### src/rtl/pc_sequencer.sv
// Fetch-stage program counter with stall, relative branch, absolute jump and
// call/return through a circular return-address stack with sticky error flags.
module pc_sequencer #(
    parameter int unsigned XLEN         = 32,
    parameter logic [XLEN-1:0] RESET_VECTOR = 'h3000,
    parameter int unsigned INSTR_BYTES  = 4,
    parameter int unsigned RAS_DEPTH    = 4
) (
    input  logic                           clk,
    input  logic                           rst,
    input  logic                           stall,
    input  logic                           branch_en,
    input  logic [XLEN-1:0]                branch_offset,
    input  logic                           jump_en,
    input  logic [XLEN-1:0]                jump_target,
    input  logic                           call,
    input  logic                           ret,
    output logic [XLEN-1:0]                pc_out,
    output logic [$clog2(RAS_DEPTH):0]     ras_count,
    output logic                           ras_overflow,
    output logic                           ras_underflow
);

    localparam int unsigned PtrW  = $clog2(RAS_DEPTH);
    localparam int unsigned CntW  = PtrW + 1;
    localparam int unsigned Shift = $clog2(INSTR_BYTES);

    localparam logic [XLEN-1:0] Step      = XLEN'(INSTR_BYTES);
    localparam logic [XLEN-1:0] AlignMask = ~(Step - XLEN'(1));
    localparam logic [CntW-1:0] CntFull   = CntW'(RAS_DEPTH);

    logic [XLEN-1:0] pc_q, pc_d;
    logic [CntW-1:0] cnt_q, cnt_d;
    logic [PtrW-1:0] top_q, top_d;
    logic            ovf_q, ovf_d;
    logic            unf_q, unf_d;
    logic            push_en;
    logic [XLEN-1:0] pc_seq;
    logic [XLEN-1:0] ras_q [RAS_DEPTH];

    assign pc_seq = pc_q + Step;

    always_comb begin
        pc_d    = pc_q;
        cnt_d   = cnt_q;
        top_d   = top_q;
        ovf_d   = ovf_q;
        unf_d   = unf_q;
        push_en = 1'b0;
        if (!stall) begin
            // ret outranks jump, so a push and a pop never share a cycle
            if (ret) begin
                if (cnt_q != '0) begin
                    pc_d  = ras_q[top_q];
                    cnt_d = cnt_q - CntW'(1);
                    top_d = top_q - PtrW'(1);
                end else begin
                    pc_d  = pc_seq;
                    unf_d = 1'b1;
                end
            end else if (jump_en) begin
                pc_d = jump_target & AlignMask;
                if (call) begin
                    push_en = 1'b1;
                    top_d   = top_q + PtrW'(1);
                    // A full stack overwrites its oldest slot, which is top+1
                    if (cnt_q == CntFull) begin
                        ovf_d = 1'b1;
                    end else begin
                        cnt_d = cnt_q + CntW'(1);
                    end
                end
            end else if (branch_en) begin
                pc_d = pc_q + (branch_offset << Shift);
            end else begin
                pc_d = pc_seq;
            end
        end
    end

    always_ff @(posedge clk) begin
        if (rst) begin
            pc_q  <= RESET_VECTOR - Step;
            cnt_q <= '0;
            top_q <= '0;
            ovf_q <= 1'b0;
            unf_q <= 1'b0;
        end else begin
            pc_q  <= pc_d;
            cnt_q <= cnt_d;
            top_q <= top_d;
            ovf_q <= ovf_d;
            unf_q <= unf_d;
        end
    end

    always_ff @(posedge clk) begin
        if (!rst && push_en) begin
            ras_q[top_d] <= pc_seq;
        end
    end

    assign pc_out        = pc_q;
    assign ras_count     = cnt_q;
    assign ras_overflow  = ovf_q;
    assign ras_underflow = unf_q;

endmodule

### config.mk
export PLATFORM = sky130hd
export DESIGN_NAME = pc_sequencer
export DESIGN_NICKNAME = d
export VERILOG_FILES = /design/src/rtl/pc_sequencer.sv
export SDC_FILE = /design/constraint.sdc
export NUM_CORES = 1
export LEC_CHECK = 0
export ABC_AREA = 1
export BUFFER_PORTS_ARGS = -buffer_cell sky130_fd_sc_hd__buf_4
export CELL_PAD_IN_SITES_DETAIL_PLACEMENT = 1
export CELL_PAD_IN_SITES_GLOBAL_PLACEMENT = 1
export CORE_MARGIN = 2
export CORE_UTILIZATION = 30
export CTS_BUF_LIST = sky130_fd_sc_hd__clkbuf_2
export DETAILED_ROUTE_END_ITERATION = 10
export GPL_ROUTABILITY_DRIVEN = 1
export GPL_TIMING_DRIVEN = 0
export PLACE_DENSITY = 0.63
export SYNTH_ARGS = -nofsm -noshare
export SYNTH_HDL_FRONTEND = slang
export SYNTH_SLANG_ARGS = --single-unit
export TNS_END_PERCENT = 30
### constraint.sdc
create_clock -name clk -period 8.8 [get_ports clk]
set_input_delay 1.76 -clock clk [delete_from_list [all_inputs] [get_ports clk]]
set_output_delay 1.76 -clock clk [all_outputs]
set_load 0.03 [all_outputs]
==> results.md <==
- Chip Width: 186.3 µm
- Filler cells: 4036
- Commonest cells after routing, fill and taps aside: 337 x nand2_1, 138 x nor2_1, 128 x edfxtp_1, 127 x inv_1, 106 x o21ai_0
- Ys flop type: edfxtp_1
- Max Cap Viol: 0
- Post-synthesis cell type with the largest combined area: edfxtp_1
- Total grt overflow: 0
- Power density over cell area: 162.6 nW/µm²
- Vias: 9456
- Pin count of the biggest net entering global routing: 17
- # rows: 66
- Synth unique cells: 41
- Leak: 4.893 nW
- Dpl ws: 3755 ps
- CP Cell Sequence: clkbuf_1 > inv_1 > clkbuf_1 > nand4_1 > nor3_2 > buf_4 > buf_6
- Synth Register Bits: 167
- Mapped Avg Cell Area: 7.786 µm²
- Worst path max stage delay: 790 ps
- CP max stage cell: nor3_2
- Routability Congestion: 0.9406
- Slew headroom: 0.4347
- Setup Buffers After CTS: 0
- Worst Hold Class: register to register
- Overall power: 1.898 mW
- Clock tree from TritonCTS: yes
- DRC viols: 0
- RSZ-0062 raised after global routing: false
- Kind of critical path: input port to register
- Clk root buf: clkbuf_2
- Gate Count Post-Synth: 1280
- Clk slew on worst S/H paths: 230 ps
- GRT Total Usage: 0.2294
- First-pass GRT wire length: 58520 µm
- Hold violation count in the final report: 0
- Fin crit period: 4284 ps
- Crit-path max FO: 10
- Die area: 34690 µm²
- Layout cells sized above 1: 0.1227
- WL/cell: 20.56 µm
- Worst setup margin: 4516 ps
- Maximum buffer depth of the clock tree: 2
- Post-synthesis sequential area ratio: 0.4640
- Top Ports: 108
- Main area contributors after synthesis: edfxtp_1 39%, nand2_1 13%, dfxtp_1 7.8%
- Area share of the largest cell type after synthesis: 0.3857
- Worst Setup End Kind: register
- Number of synthesized flops with an enable pin: 128
- Signal arrival time at the worst endpoint: 4800 ps
- Clk_lat worst skew: 800 ps
- CP Launch Type: input port
- Clk sinks: 167
- Vias in the first global route: 9732
- Initial Utilization: 0.3055
- Nets: 1516
- Worst-margin pin slew: 843.3 ps
- Skew final: 43.49 ps
- CP required: 9320 ps
- Worst path most repeated cell: clkbuf_1
- Dpl hpwl: 30330 µm
- Drt pass-1 iters: 5
- Syn Std Cell Area: 9966 µm²
- Status: completed
- WL final: 38440 µm
- Resized Gates After CTS: 0
- Crit path max-delay family: buffers and inverters
- CTS Buf Count: 17
- Final ANT Viol Nets: 0
- Max Clk Rate: 233.4 MHz
- Initial DRC count: 569
- Setup TNS: 0 ps
- Die Y: 186.3 µm
- Commonest non-fill, non-tap cell in the layout: nand2_1
- Core ar.: 32620 µm²
- Drt via density: 5.059
- Mapped Nets: 1383
- Synth warnings: 0
- IO buf count: 101
- VDD IR-drop max: 0.00007044 V
- Hold_buf cts: 0
- Ys async rst share: 0
- Synthesis-to-finish area growth: 17.11%
- CTS H-tree depth: 4
- Worst path bufs/invs: 5
- Setup violations, final: 0
- Final slew viol count: 0
- Post-route clock period utilization: 0.4868
- Initial antenna violation count: 1
[worst register-to-register path, delay by kind of cell, from the launching register on]
family          cells  cell delay [ps]
flops               1              350
simple gates        1              660
compound gates      2              520
buf+inv             6             1560
[per-layer routing]
| metal | wire, µm | global-route usage | part of all wire | vias up |
|---|---|---|---|---|
| met5 | 0 | 0 | 0 | - |
| met4 | 727 | 0.06331 | 0.019 | 0 |
| met3 | 1763 | 0.02531 | 0.046 | 36 |
| met2 | 18950 | 0.4015 | 0.49 | 231 |
| met1 | 17000 | 0.3003 | 0.44 | 4601 |
| li1 | - | - | - | 4588 |
[per-stage QoR]
| stage | area (µm²) | util | std cells | hold WS, ps |
|---|---|---|---|---|
| after floorplan | 9966 | - | 1280 | 483.4 |
| after global placement | 11280 | 0.3457 | 1823 | 464.7 |
| after detailed placement | 11440 | 0.3507 | 1836 | 485.3 |
| after CTS | 11670 | 0.3577 | 1868 | 527.1 |
| after global routing | 11670 | 0.3578 | 1869 | 536.7 |
| final | 11670 | 0.3578 | 1869 | 520.4 |
[synthesized netlist by cell type (all sizes together) (16+ instances only)]
master	n
a21oi	81
clkbuf	39
dfxtp	39
edfxtp	128
ha	30
inv	127
nand2	342
nand3	85
nand4	16
nor2	142
nor3	18
o21ai	108
o22ai	34
[cells by family after synthesis]
family,after synthesis,share of synthesized area
buffers and inverters,180,0.06955
AOI/OAI and AO/OA,251,0.1381
and+or+nand+nor,622,0.2613
xor gates and xnor gates,28,0.02536
DFF,167,0.4640
adders and majority gates,32,0.04168
[sequential cells by signal (all words and copies together), names as in the netlist]
signal         count
ras_q            128
pc_out            32
ras_count          3
top_q              2
ras_overflow       1
ras_underflow      1
[power breakdown]
group	switching (mW)	internal (mW)
registers	0.0396	0.882
logic	0.386	0.176
clock network	0.281	0.134
[final cells by class]
type / count / area [µm²] / area share
Multi-Input combinational cell: 933 / 4668 / 0.4000
Sequential cell: 167 / 4624 / 0.3962
Timing Repair Buffer: 114 / 900.9 / 0.07719
Tap cell: 442 / 553.0 / 0.04738
Inverter: 128 / 480.5 / 0.04117
Buffer: 52 / 212.7 / 0.01822
Clock inverter: 12 / 128.9 / 0.01104
Clock buffer: 20 / 100.1 / 0.008576
Antenna cell: 1 / 2.502 / 0.0002144
[final timing paths]
check,to,from,depth (start not counted),slack (ps)
worst max-delay path,ras_q[2][29],stall,7,4520
worst min-delay path,ras_overflow,ras_overflow,2,520
worst max register to register,ras_q[1][22],top_q[1],9,5450
worst min register to register,ras_overflow,ras_overflow,2,520
No activity file was read; power rests on OpenSTA's default activity.
